===== config.mk =====
export PLATFORM = sky130hd
export DESIGN_NAME = qpu_exu_alu_arbiter
export DESIGN_NICKNAME = d
export VERILOG_FILES = /design/src/rtl/qpu_exu_alu_arbiter.sv
export SDC_FILE = /design/constraint.sdc
export NUM_CORES = 1
export LEC_CHECK = 0
export BUFFER_PORTS_ARGS = -buffer_cell sky130_fd_sc_hd__buf_2
export CAP_MARGIN = 0
export CORE_AREA = 2 2 290 292
export CTS_BUF_LIST = sky130_fd_sc_hd__clkbuf_4
export CTS_CLUSTER_DIAMETER = 50
export CTS_CLUSTER_SIZE = 30
export DETAILED_ROUTE_END_ITERATION = 6
export DIE_AREA = 0 0 292 294
export GPL_ROUTABILITY_DRIVEN = 0
export PLACE_DENSITY_LB_ADDON = 0.1
export SLEW_MARGIN = 20
export SYNTH_ARGS = -nofsm -noshare
export SYNTH_HDL_FRONTEND = slang
export SYNTH_SLANG_ARGS = --single-unit

===== constraint.sdc =====
create_clock -name clk -period 9.9 [get_ports clk]
set_clock_uncertainty 0.05 [all_clocks]
set_input_delay 0.99 -clock clk [delete_from_list [all_inputs] [get_ports clk]]
set_output_delay 0.99 -clock clk [all_outputs]
set_load 0.005 [all_outputs]

===== src/rtl/qpu_exu_alu_arbiter.sv =====
// Shares the single EXU ALU datapath among the ALU, BJP, LSU and QIU requesters and
// registers each datapath result into a per-requester response slot.
module qpu_exu_alu_arbiter #(
  parameter int XLEN     = 32,
  parameter bit ARB_MODE = 1'b1
) (
  input  logic            clk,
  input  logic            rst,
  input  logic            alu_i_valid,
  output logic            alu_i_ready,
  input  logic [XLEN-1:0] alu_i_op1,
  input  logic [XLEN-1:0] alu_i_op2,
  input  logic [4:0]      alu_i_opsel,
  input  logic            bjp_i_valid,
  output logic            bjp_i_ready,
  input  logic [XLEN-1:0] bjp_i_op1,
  input  logic [XLEN-1:0] bjp_i_op2,
  input  logic [3:0]      bjp_i_cmp,
  input  logic            lsu_i_valid,
  output logic            lsu_i_ready,
  input  logic [XLEN-1:0] lsu_i_op1,
  input  logic [XLEN-1:0] lsu_i_op2,
  input  logic            qiu_i_valid,
  output logic            qiu_i_ready,
  input  logic [XLEN-1:0] qiu_i_op1,
  input  logic [XLEN-1:0] qiu_i_op2,
  output logic            alu_o_valid,
  output logic [XLEN-1:0] alu_o_res,
  input  logic            alu_o_ready,
  output logic            bjp_o_valid,
  output logic            bjp_o_res,
  input  logic            bjp_o_ready,
  output logic            lsu_o_valid,
  output logic [XLEN-1:0] lsu_o_res,
  input  logic            lsu_o_ready,
  output logic            qiu_o_valid,
  output logic [XLEN-1:0] qiu_o_res,
  input  logic            qiu_o_ready,
  output logic            dp_alu_req,
  output logic            dp_bjp_req,
  output logic            dp_lsu_req,
  output logic            dp_qiu_req,
  output logic [XLEN-1:0] dp_alu_op1,
  output logic [XLEN-1:0] dp_alu_op2,
  output logic [XLEN-1:0] dp_bjp_op1,
  output logic [XLEN-1:0] dp_bjp_op2,
  output logic [XLEN-1:0] dp_lsu_op1,
  output logic [XLEN-1:0] dp_lsu_op2,
  output logic [XLEN-1:0] dp_qiu_op1,
  output logic [XLEN-1:0] dp_qiu_op2,
  output logic            dp_alu_add,
  output logic            dp_alu_sub,
  output logic            dp_alu_or,
  output logic            dp_alu_xor,
  output logic            dp_alu_and,
  output logic            dp_bjp_cmp_eq,
  output logic            dp_bjp_cmp_ne,
  output logic            dp_bjp_cmp_lt,
  output logic            dp_bjp_cmp_gt,
  input  logic [XLEN-1:0] dp_alu_res,
  input  logic [XLEN-1:0] dp_lsu_res,
  input  logic [XLEN-1:0] dp_qiu_res,
  input  logic            dp_bjp_cmp_res,
  output logic [1:0]      dbg_rr_ptr
);

  // Handshakes: a request transfers when i_valid & i_ready on a rising edge; i_ready is a
  // combinational function of i_valid, so requesters must never wait for ready before valid.
  // A response is consumed when o_valid & o_ready on a rising edge.

  // Requester index order: ALU=0, BJP=1, LSU=2, QIU=3.
  logic [3:0] in_valid, out_ready, resp_valid_q, busy, eligible, grant;
  logic [1:0] rr_ptr_q, scan_idx, grant_idx;

  assign in_valid  = {qiu_i_valid, lsu_i_valid, bjp_i_valid, alu_i_valid};
  assign out_ready = {qiu_o_ready, lsu_o_ready, bjp_o_ready, alu_o_ready};
  // A slot whose response is being drained this cycle can be refilled in the same cycle.
  assign busy      = resp_valid_q & ~out_ready;
  assign eligible  = in_valid & ~busy;

  always_comb begin
    grant     = '0;
    grant_idx = '0;
    scan_idx  = '0;
    if (!rst) begin
      if (ARB_MODE) begin
        for (int k = 0; k < 4; k++) begin
          scan_idx = rr_ptr_q + 2'(k);
          if (grant == '0 && eligible[scan_idx]) begin
            grant[scan_idx] = 1'b1;
            grant_idx       = scan_idx;
          end
        end
      end else begin
        if (eligible[1])      begin grant[1] = 1'b1; grant_idx = 2'd1; end
        else if (eligible[3]) begin grant[3] = 1'b1; grant_idx = 2'd3; end
        else if (eligible[2]) begin grant[2] = 1'b1; grant_idx = 2'd2; end
        else if (eligible[0]) begin grant[0] = 1'b1; grant_idx = 2'd0; end
      end
    end
  end

  always_ff @(posedge clk) begin
    if (rst) begin
      rr_ptr_q <= '0;
    end else if (ARB_MODE && grant != '0) begin
      rr_ptr_q <= grant_idx + 2'd1;
    end
  end

  always_ff @(posedge clk) begin
    if (rst) begin
      resp_valid_q <= '0;
      alu_o_res    <= '0;
      bjp_o_res    <= 1'b0;
      lsu_o_res    <= '0;
      qiu_o_res    <= '0;
    end else begin
      for (int r = 0; r < 4; r++) begin
        if (grant[r])          resp_valid_q[r] <= 1'b1;
        else if (out_ready[r]) resp_valid_q[r] <= 1'b0;
      end
      if (grant[0]) alu_o_res <= dp_alu_res;
      if (grant[1]) bjp_o_res <= dp_bjp_cmp_res;
      if (grant[2]) lsu_o_res <= dp_lsu_res;
      if (grant[3]) qiu_o_res <= dp_qiu_res;
    end
  end

  assign {qiu_o_valid, lsu_o_valid, bjp_o_valid, alu_o_valid} = resp_valid_q;
  assign {qiu_i_ready, lsu_i_ready, bjp_i_ready, alu_i_ready} = grant;
  assign {dp_qiu_req, dp_lsu_req, dp_bjp_req, dp_alu_req}     = grant;
  assign dbg_rr_ptr = rr_ptr_q;

  // Non-granted requesters see all-zero operands and controls on the datapath.
  assign dp_alu_op1 = grant[0] ? alu_i_op1 : '0;
  assign dp_alu_op2 = grant[0] ? alu_i_op2 : '0;
  assign dp_bjp_op1 = grant[1] ? bjp_i_op1 : '0;
  assign dp_bjp_op2 = grant[1] ? bjp_i_op2 : '0;
  assign dp_lsu_op1 = grant[2] ? lsu_i_op1 : '0;
  assign dp_lsu_op2 = grant[2] ? lsu_i_op2 : '0;
  assign dp_qiu_op1 = grant[3] ? qiu_i_op1 : '0;
  assign dp_qiu_op2 = grant[3] ? qiu_i_op2 : '0;
  assign {dp_alu_add, dp_alu_sub, dp_alu_or, dp_alu_xor, dp_alu_and} =
    grant[0] ? alu_i_opsel : 5'b0;
  assign {dp_bjp_cmp_eq, dp_bjp_cmp_ne, dp_bjp_cmp_lt, dp_bjp_cmp_gt} =
    grant[1] ? bjp_i_cmp : 4'b0;

endmodule


======== After elaboration in Yosys (flattened, before gate mapping) ========
Index checks and enable logic that the tools add are counted.
operators by class
  add/subtract/negate cells ............... 4
  $lt $le $gt $ge ......................... 8
  muxes and demuxes ....................... 47
  bitwise logic cells ..................... 7
  reductions and logical operators ........ 15
operators with widths
  kind                   count
  $mux W32               8
  $mux W4                9
  $mux W1                16
  $logic_not A4 Y1       3
  $lt A2 B3 Y1 const B   4
  $or A4 B4 Y4           3
  $mux W2                5
  $and A4 B4 Y4          2
  $bmux W1 S2            4
  $demux W1 S2           4
  $ge A2 B1 Y1 const B   4
  $not A4 Y4             2
  $reduce_bool A2 Y1     4
  $logic_and A1 B1 Y1    7
  $mux W5                1
  $add A2 B1 Y2 const B  2
  $add A2 B2 Y2 const B  2
  $reduce_bool A4 Y1     1
storage, ports and cells
  bits in registers ....................... 103
  bits of input ports ..................... 372
  output and inout port bits .............. 376
  word-level logic and storage cells ...... 90

======== Longest topological paths before layout ========
Gate-level depths: netlist of the first run.
  depth in word-level cells ............... 21
  gate-level depth with buffers ........... 14

======== Worst setup path before layout of the first run ========
Ideal clock, no wire load.
  path kind ............................... input to output
  start ................................... input lsu_o_ready
  end ..................................... output dp_qiu_op1[10]
  arrival ................................. 3.696 ns
  data required time ...................... 8.860 ns
  setup slack ............................. 5.164 ns
  cell stages on the path ................. 10
  buffers on the path ..................... 2
  cell sequence ........................... nand2b_1 -> nand2_1 -> mux4_2 -> o311a_1 -> or4b_4 -> o31ai_4 -> and2b_1 -> buf_4 -> buf_6 -> and2_1
on the way
  word-level cells in the longest chain between the ends .. 21
ends and longest elaborated chain
  what                           RTL line  source
  start: declaration             35        input logic lsu_o_ready,
  $not A4 Y4 (*)                 78        assign busy = resp_valid_q & ~out_ready;
  $and A4 B4 Y4 (*)              78
  $not A4 Y4 (*)                 79        assign eligible = in_valid & ~busy;
  $and A4 B4 Y4 (*)              79
  $bmux W1 S2                    89        if (grant == '0 && eligible[scan_idx]) begin
  $mux W1 (implied by the code)  89
  $mux W4                        89
  $mux W4                        85        if (!rst) begin
  (+5 left out)                  --
  $logic_and A1 B1 Y1            89
  $mux W4                        89
  $mux W4                        85
  $logic_not A4 Y1               89
  $logic_and A1 B1 Y1            89
  $mux W4 (*)                    89
  $mux W4 (*)                    85
  $mux W32 (*)                   142       assign dp_qiu_op1 = grant[3] ? qiu_i_op1 : '0;
  end: declaration               49        output logic [XLEN-1:0] dp_qiu_op1,
Every way passes the cells marked *; elsewhere a longest branch is shown, timed or not. The select of a mux whose other input is x is not followed.

======== Final worst setup path of the first run ========
  start ................................... register rr_ptr_q[0], in the netlist dbg_rr_ptr[0]
  end ..................................... output dp_qiu_op1[11]
on the way
  word-level cells in the longest chain between the ends .. 19
ends and longest elaborated chain
  what                                                                RTL line  source
  start: declaration                                                  73        logic [1:0] rr_ptr_q, scan_idx, grant_idx;
  start signal: assignment                                            107       rr_ptr_q <= grant_idx + 2'd1;
  $lt A2 B3 Y1 (implied by the code) or $ge A2 B1 Y1 (tied branches)  90        grant[scan_idx] = 1'b1;
  $logic_and A1 B1 Y1 (implied by the code)                           90
  $mux W1 (implied by the code)                                       90
  $demux W1 S2                                                        90
  $mux W4                                                             89
  $mux W4                                                             85
  $logic_not A4 Y1                                                    89
  $logic_and A1 B1 Y1                                                 89
  (+3 left out)                                                       --
  $logic_and A1 B1 Y1                                                 89
  $mux W4                                                             89
  $mux W4                                                             85
  $logic_not A4 Y1                                                    89
  $logic_and A1 B1 Y1                                                 89
  $mux W4 (*)                                                         89
  $mux W4 (*)                                                         85
  $mux W32 (*)                                                        142
Marks and branches as above.

==> results of run 1 <==
power by group through the flow:
| stage | registers [uW] | logic (uW) | clock network, uW |
|---|---|---|---|
| 2_1_floorplan | 711 | 1210 | 0 |
| 3_3_place_gp | 707 | 2180 | 0 |
| 3_5_place_dp | 706 | 2180 | 0 |
| 4_1_cts | 700 | 2190 | 284 |
| 5_1_grt | 720 | 2330 | 291 |
| 6_report | 694 | 2110 | 254 |
worst max path at each step:
stage	to	slack, ns	cells after the start
2_1_floorplan	dp_qiu_op1[10]	5.16	10
3_3_place_gp	dp_lsu_op2[17]	3.66	11
3_5_place_dp	dp_qiu_op1[11]	3.57	12
4_1_cts	dp_qiu_op1[11]	2.85	12
5_1_grt	dp_qiu_op1[3]	2.58	12
6_report	dp_qiu_op1[11]	3.09	12
critical path: cells and delay by family (launching register included):
family | cells | cell delay (ns)
and+or+nand+nor | 6 | 2.55
buffers and inverters | 3 | 0.98
DFF | 1 | 0.74
AOI/OAI and AO/OA | 2 | 0.62
adders and majority gates | 1 | 0.31
registers in the layout, indices dropped and copies added (netlist names):
name	count
bjp_o_res	1
alu_o_res	32
dbg_rr_ptr	2
lsu_o_res	32
qiu_o_res	32
resp_valid_q	4
cells in the mapped netlist (4+ instances only):
master    count
and3_1        5
clkbuf_1     33
ha_1          7
and2_1      270
buf_4         8
nand2b_1      5
nor2_1      108
nor2b_1       6
nand2_1       7
mux2i_1      99
buf_6         5
a211oi_1      5
buf_2        11
mux4_2        4
a21oi_1       5
inv_1         5
dfxtp_1     103
per-stage QoR:
stage                     power (uW)  hold slack, ns  instance area, sq um  setup WS, ns  instances
after floorplan                 1920           0.435                  6170          5.16        724
after global placement          2890           0.419                 11100          3.66       2502
after detailed placement        2890           0.427                 11100          3.57       2504
after CTS                       3170           0.460                 11300          2.85       2520
after global routing            3340           0.492                 11300          2.58       2522
final                           3060           0.462                 11300          3.09       2529
layout make-up:
type | instances | area [sq um]
flip-flops and latches | 103 | 2060
repair buffers | 757 | 3860
clock inverters | 7 | 78.8
clock buffers | 9 | 67.6
inverters | 6 | 22.5
multi-input cells | 558 | 3830
well taps | 1080 | 1350
diodes | 9 | 22.5
fillers | 9707 | 71600
placed cells by master, fill, tap and decap left out, types with 7 or more instances in the layout:
cell type  Yosys  layout
nor2_1       108     106
nand2_1        7       7
buf_4          8       9
clkbuf_4       0       9
and2_1       270     270
ha_1           7       7
diode_2        0       9
buf_2         11     746
dfxtp_1      103     103
mux2i_1       99      99
metal layers:
metal,vias up,GRT usage (%)
li1,3765,-
met1,3663,12.6
met2,434,23.0
met3,53,3.38
met4,26,2.00
met5,-,0
kinds of logic (layout without fill, tap and decap cells):
family / count (synthesis) / in the layout
multiplexers: 103 / 103
flip-flops: 103 / 103
AO/OA/AOI/OAI: 34 / 34
AND/OR/NAND/NOR: 413 / 413
XOR/XNOR: 1 / 1
buffers and inverters: 63 / 779
adder cells (fa/ha/maj): 7 / 7
other: 0 / 9
==> impl_metrics.tcl, run 1 <==
set metrics [dict create \
    status "finished, final reports clean" \
    critical_path_class "flop to primary output" \
    fin_util_pct 13.6 \
    start_util_pct 7.45 \
    p_sw_share_pct 46.1 \
    synth_top_family_by_area "simple AND/OR/NAND/NOR gates" \
    syn-cell-area_sq_um 6170 \
    ios 748 \
    hold_depth 2 \
    async_reset_ff_share_pct 0 \
    htreeDepth 3 \
    vias_per_cell 3.14 \
    overflow 0 \
    p_clk_share_pct 8.3 \
    postCtsSetupRepairBufs 0 \
    dieWidth_um 292 \
    wirelength_mm 53.8 \
    powerDensity_nw_per_um2 271 \
    highest_layer "met5" \
    post-route-drc-count 0 \
    synth.avg_cell_area_sq_um 8.53 \
    reg2reg_setup_slack_ns 4.31 \
    startpoint "dbg_rr_ptr[0]" \
    r2r.worst_path.cells 12 \
    hold_path.class "flop to flop" \
    via_count 7941 \
    cts.sinks 103 \
    final-max-slew-violation-count 0 \
    slowest_delay_ns 0.87 \
    synth_top_area_share_pct 33.4 \
    rsz0062_at_grt "false" \
    drt-initial-drc-count 252 \
    path_clk_slew_ns 0.18 \
    startpoint_type "flop" \
    hp-start "alu_o_res[24]" \
    postRouteAntennaNets 0 \
    synth_top_flop_cell "dfxtp_1" \
    max_freq_ghz 0.147 \
    synth.largest_area_cell "dfxtp_1" \
    dr_wl_met2_mm 29.3 \
    leakagePower_uw 0.00627 \
    worstMarginPinSlew_ns 0.969 \
    die_area_sq_um 85800 \
    synthSimpleGateAreaFrac_pct 37.4 \
    required_ns 8.86 \
    post-route-period-util_pct 68.8 \
    wl_met1_mm 19.4 \
    synth_xor_area_share_pct 0.142 \
    fin_crit_ns 6.81 \
    drv_cap 0 \
    synth.distinct_cells 46 \
    cts_made_buffers 9 \
    rows 106 \
    root_buffer "clkbuf_4" \
    ctsHoldBuffers 0 \
    worstReg2RegStart "dbg_rr_ptr[0]" \
    core_sq_um 82900 \
    yosysWarnings 0 \
    portBuffers 747 \
    crit_fanout 68 \
    cp_data_arrival_time_ns 5.77 \
    syn_nets 1103 \
    worstSetupEndpointType "primary output" \
    yosysSeqAreaShare_pct 33.4 \
    combPwrFrac_pct 69.0 \
    finalSetupTns_ns 0 \
    synth_compound_area_share_pct 4.97 \
    worst_path_max_delay_cell "and2b_2" \
    grt_start_max_net_pins 74 \
    fp.dieH_um 294 \
    r2r_end "dbg_rr_ptr[0]" \
    clockBufferDepth 2 \
    fin_nets 1814 \
    layout-drive-gt1-share_pct 54.6 \
    switching_power_uw 1410 \
    ys_ff_latch 103 \
    hpwl_mm 47.7 \
    crit_chain "inv_1 -> ha_1 -> or2_1 -> or3_1 -> and3_1 -> o311a_1 -> or4b_4 -> o31ai_4 -> buf_4 -> and2b_2 -> and2_1 -> buf_2" \
    p_int_uw 1650 \
    synthAdderAreaFrac_pct 1.42 \
    area_delta_synth_final_pct 82.9 \
    grt_pass1_vias 7648 \
    finalSetupViolCount 0 \
    cts_resized 0 \
    power_frac_seq_pct 22.7 \
    clock_latency_ns 0.54 \
    met3_length_mm 4.26 \
    vdd_drop_max_mv 0.156 \
    synth_edf_count 0 \
    hold_viol 0 \
    antenna_found_initial 35 \
    cts_tree "yes" \
    hold_end "alu_o_res[24]" \
    synth_area_leaders "dfxtp_1, and2_1, mux2i_1, nor2_1, clkbuf_1" \
    wl_per_cell_um 21.3 \
    drtPass1Iterations 4 \
    max_slew_margin_pct 34.8 \
    synthMuxAreaShare_pct 17.5 \
    globalRouteTotalUtil_pct 11.8 \
    grt_first_pass_wirelength_mm 69.1 \
    syn_inst 724 \
]
No activity file was read; power rests on OpenSTA's default activity.
==> inputs of run 2 (changes only) <==
CORE_AREA = 2 2 294 296   (was 2 2 290 292)
DIE_AREA = 0 0 296 298   (was 0 0 292 294)
clock period = 7.1 ns   (was 9.9 ns; I/O delays follow)
==> impl_metrics.tcl, run 2 (synthesis results as in run 1) <==
set metrics [dict create \
    n_fill_cell 9900 \
    layout-drive-gt1-share_pct 54.6 \
    hold_depth 3 \
    vias_per_cell 2.99 \
    grt_first_pass_wirelength_mm 58.0 \
    critical_path_class "flop to primary output" \
    layout_common_cells "buf_2, and2_1, nor2_1" \
    grt_start_max_net_pins 69 \
    fin_nets 1811 \
    die_area_sq_um 88200 \
    max_freq_ghz 0.169 \
    final_common_cell "buf_2" \
    ctsHoldBuffers 0 \
    final-seq-area_sq_um 2060 \
    root_buffer "clkbuf_4" \
    grt_pass1_vias 7635 \
    clock_latency_ns 0.55 \
    cts_made_buffers 9 \
    drt-initial-drc-count 304 \
    pre_cts_ws_ns 1.61 \
    rows 107 \
    hp-start "dp_lsu_res[24]" \
    cts.sinks 103 \
    htreeDepth 3 \
    finalSetupViolCount 0 \
    drtPass1Iterations 4 \
    final-max-slew-violation-count 0 \
    drv_cap 0 \
    postRouteAntennaNets 0 \
    powerDensity_nw_per_um2 372 \
    worstSetupEndpointType "primary output" \
    finalSetupTns_ns 0 \
    status "finished, final reports clean" \
    leakagePower_uw 0.00626 \
    clockBufferDepth 2 \
    hold_end "lsu_o_res[24]" \
    startpoint_type "flop" \
    fin_crit_ns 5.92 \
    area_delta_synth_final_pct 83.3 \
    hold_path.class "input port to flop" \
    post-route-period-util_pct 83.4 \
    ios 748 \
    cp_data_arrival_time_ns 5.16 \
    fp.dieH_um 298 \
    multi_input_area_sq_um 3830 \
    path_clk_slew_ns 0.21 \
    dieWidth_um 296 \
    worstReg2RegStart "dbg_rr_ptr[0]" \
    reg_top3 "alu_o_res x32, lsu_o_res x32, qiu_o_res x32" \
    via_count 7720 \
    rsz0062_at_grt "false" \
    r2r.worst_path.cells 11 \
    hold_viol 0 \
    max_slew_margin_pct 44.5 \
    crit_fanout 44 \
    core_sq_um 84900 \
    vdd_drop_max_mv 0.217 \
    cts_tree "yes" \
    worstMarginPinSlew_ns 0.832 \
    required_ns 6.34 \
    reg2reg_setup_slack_ns 2.50 \
    hpwl_mm 37.3 \
    cts_resized 0 \
    antenna_found_initial 26 \
    timing.final.ws_setup_ns 1.18 \
    globalRouteTotalUtil_pct 9.28 \
    portBuffers 747 \
    wl_per_cell_um 16.9 \
    r2r_end "dbg_rr_ptr[0]" \
    start_util_pct 7.27 \
    post-route-drc-count 0 \
    postCtsSetupRepairBufs 0 \
    wirelength_mm 43.7 \
    overflow 0 \
]
[run 2: worst max path at each step]
stage	depth (start not counted)	to	start
after floorplan	13	dp_qiu_op1[10]	dbg_rr_ptr[0]
after global placement	11	dp_qiu_op1[7]	dbg_rr_ptr[0]
after detailed placement	11	dp_qiu_op1[7]	dbg_rr_ptr[0]
after CTS	11	dp_qiu_op1[7]	dbg_rr_ptr[0]
after global routing	12	dp_alu_op1[9]	dbg_rr_ptr[0]
final	12	dp_alu_op1[9]	dbg_rr_ptr[0]
[run 2: area by class of cell]
| type | instances | area share, % |
|---|---|---|
| Inverter | 6 | 0.199 |
| Timing Repair Buffer | 754 | 33.5 |
| Multi-Input combinational cell | 558 | 33.8 |
| Sequential cell | 103 | 18.2 |
| Clock buffer | 11 | 0.730 |
| Clock inverter | 5 | 0.719 |
| Antenna cell | 5 | 0.111 |
| Tap cell | 1144 | 12.6 |
[run 2: critical path, stage by stage (launching register included)]
cell,delay [ns]
dfxtp_1,0.72
inv_1,0.29
ha_1,0.31
or2_1,0.27
or3_1,0.33
and3_1,0.22
o311a_1,0.40
nor4b_2,0.49
a31o_2,0.24
nor2b_4,0.69
buf_4,0.37
and2_1,0.16
buf_2,0.11
[run 2: per-layer routing]
metal  GRT usage (%)  vias up  part of all wire (%)
li1                -     3752                     -
met1            8.85     3461                    33
met2            18.3      422                    55
met3            4.05       57                    11
met4            1.41       28                  0.92
met5               0        -                  0.39
[run 2: through the flow]
stage	utilization (%)	total power [uW]	cells	cell area, sq um	hold WS, ns
global route	13.3	4640	2582	11300	0.238
finish	13.3	4210	2586	11300	0.309
floorplan	-	2680	724	6170	0.435
CTS	13.3	4370	2581	11300	0.169
global placement	13.1	3970	2565	11100	0.418
detailed placement	13.1	3940	2565	11100	0.426
[run 2: power breakdown]
group / total [uW] / switching, uW / internal, uW
logic: 2850 / 1530 / 1330
clock network: 386 / 235 / 151
registers: 970 / 138 / 831
==> inputs of run 3 (changes only) <==
CORE_AREA = 2 2 290 292   (was 2 2 294 296)
DIE_AREA = 0 0 292 294   (was 0 0 296 298)
clock period = 4.9 ns   (was 7.1 ns; I/O delays follow)
==> impl_metrics.tcl, run 3 (synthesis results as in run 1) <==
set metrics [dict create \
    status "finished, final reports clean" \
    n_fill_cell 9659 \
    crit_fanout 16 \
    stdcell_count 2625 \
    antenna_found_initial 47 \
    reg_top3 "alu_o_res x32, lsu_o_res x32, qiu_o_res x32" \
    clock_latency_ns 0.59 \
    overflow 0 \
    grt_first_pass_wirelength_mm 70.6 \
    r2r_end "qiu_o_res[25]" \
    hpwl_mm 47.4 \
    design_area_sq_um 12400 \
    die_area_sq_um 85800 \
    grt_pass1_vias 8212 \
    hp-start "dp_lsu_res[14]" \
    post-route-drc-count 0 \
    dieWidth_um 292 \
    worstMarginPinSlew_ns 0.661 \
    hold_viol 0 \
    vdd_drop_max_mv 0.319 \
    hold_path.class "input port to flop" \
    fin_crit_ns 4.63 \
    vias_per_cell 3.18 \
    cts_tree "yes" \
    layout_common_cells "buf_2, and2_1, nor2_1" \
    placed_cell_area_sq_um 11200 \
    wl_per_cell_um 21.1 \
    hold_depth 3 \
    crit_chain "inv_1 -> ha_2 -> or2_4 -> or3_1 -> and3_4 -> o311a_4 -> or4b_4 -> o31ai_4 -> and2b_4 -> buf_8 -> and2_1 -> buf_2" \
    hold_end "lsu_o_res[14]" \
    max_freq_ghz 0.216 \
    wirelength_mm 55.3 \
    final_common_cell "buf_2" \
    post-route-period-util_pct 94.5 \
    core_sq_um 82900 \
    reg2reg_setup_slack_ns 1.15 \
    drt-initial-drc-count 291 \
    fp.dieH_um 294 \
    worstSetupEndpointType "primary output" \
    startpoint_type "flop" \
    clockBufferDepth 2 \
    leakagePower_uw 0.00673 \
    via_count 8360 \
    powerDensity_nw_per_um2 533 \
    area_delta_synth_final_pct 100 \
    cp_num_buf_inv 3 \
    placed_cells 2510 \
    crit_family "simple AND/OR/NAND/NOR gates" \
    startpoint "dbg_rr_ptr[0]" \
    layout-drive-gt1-share_pct 53.3 \
    start_util_pct 7.45 \
    drv_cap 0 \
    slowest_delay_ns 0.55 \
    postRouteAntennaNets 0 \
    cts.sinks 103 \
    portBuffers 747 \
    htreeDepth 3 \
    cts_made_buffers 9 \
    path_clk_slew_ns 0.22 \
    drtPass1Iterations 6 \
    finalSetupTns_ns 0 \
    ios 748 \
    rows 106 \
    root_buffer "clkbuf_4" \
    rsz0062_at_grt "false" \
    r2r.worst_path.cells 11 \
    globalRouteTotalUtil_pct 12.0 \
    max_slew_margin_pct 55.9 \
    worst_path_max_delay_cell "or4b_4" \
    final-max-slew-violation-count 0 \
    fin_nets 1911 \
    worstReg2RegStart "dbg_rr_ptr[0]" \
    required_ns 4.36 \
    finalSetupViolCount 0 \
    grt_start_max_net_pins 74 \
    cp_data_arrival_time_ns 4.09 \
    critical_path_class "flop to primary output" \
]
==> run 3: cell types whose count changed in the layout (fill, tap and decap cells not counted), moves of 2 or more <==
cell,change
ha_1,-3
buf_4,+11
clkbuf_16,+3
dfxtp_4,+2
dlygate4sd3_1,+75
buf_12,+6
ha_2,+2
diode_2,+3
dfxtp_1,-2
inv_8,+2
clkbuf_4,-2
buf_6,+2
==> run 3: layer usage <==
metal | global-route usage (%) | vias up | share of wire, %
li1 | - | 3963 | -
met1 | 12.0 | 3836 | 34
met2 | 23.9 | 456 | 55
met3 | 4.11 | 81 | 8.7
met4 | 1.71 | 24 | 1.3
met5 | 0 | - | 0.29
==> run 3: final cells by class <==
class	count	area, sq um	area share [%]
flip-flops and latches	103	2070	16.7
inverters	6	22.5	0.182
clock inverters	7	85.1	0.688
multi-input cells	560	3890	31.5
well taps	1080	1350	10.9
repair buffers	852	4860	39.3
clock buffers	9	67.6	0.546
diodes	8	20.0	0.162
==> run 3: report_power, final <==
group | leakage [uW] | internal [uW] | switching (uW)
Combinational | 0.00581 | 2230 | 2430
Sequential | 0.000845 | 1210 | 188
Clock | 0.0000770 | 165 | 370
==> run 3: how the worst max path moves through the flow <==
stage / cells after the start / endpoint
6_report: 12 / dp_qiu_op2[31]
5_1_grt: 12 / dp_qiu_op2[31]
4_1_cts: 11 / dp_alu_op2[25]
3_5_place_dp: 11 / dp_lsu_op2[3]
3_3_place_gp: 11 / dp_lsu_op2[8]
2_1_floorplan: 13 / dp_qiu_op1[10]
==> run 3: worst reg2reg max path: cells and delay by family, from the launching register on <==
family	cells	cell delay (ns)
flops	1	0.42
buf+inv	2	0.62
simple gates	5	1.41
fa+ha+maj	1	0.20
compound gates	2	0.61
mux	1	0.31
==> run 3: through the flow <==
| stage | worst slack, ns | util (%) | hold WS [ns] | power [uW] |
|---|---|---|---|---|
| finish | 0.270 | 14.9 | 0.0930 | 6600 |
| global placement | 0.452 | 13.5 | 0.417 | 5860 |
| CTS | 0.0123 | 14.6 | 0.000343 | 6540 |
| detailed placement | 0.498 | 13.5 | 0.428 | 5810 |
| global route | 0.0206 | 14.9 | 0.0339 | 7180 |
| floorplan | 0.695 | - | 0.435 | 3880 |
==> run 3: what timing repair did <==
action / CTS / global route
setup endpoints to repair: 161 / 185
resized for setup: 6 / 14
hold endpoints to repair: 75 / 0
pin swaps: 1 / 3
hold buffers: 75 / 0
buffers inserted: 3 / 5
cloned: 1 / 7
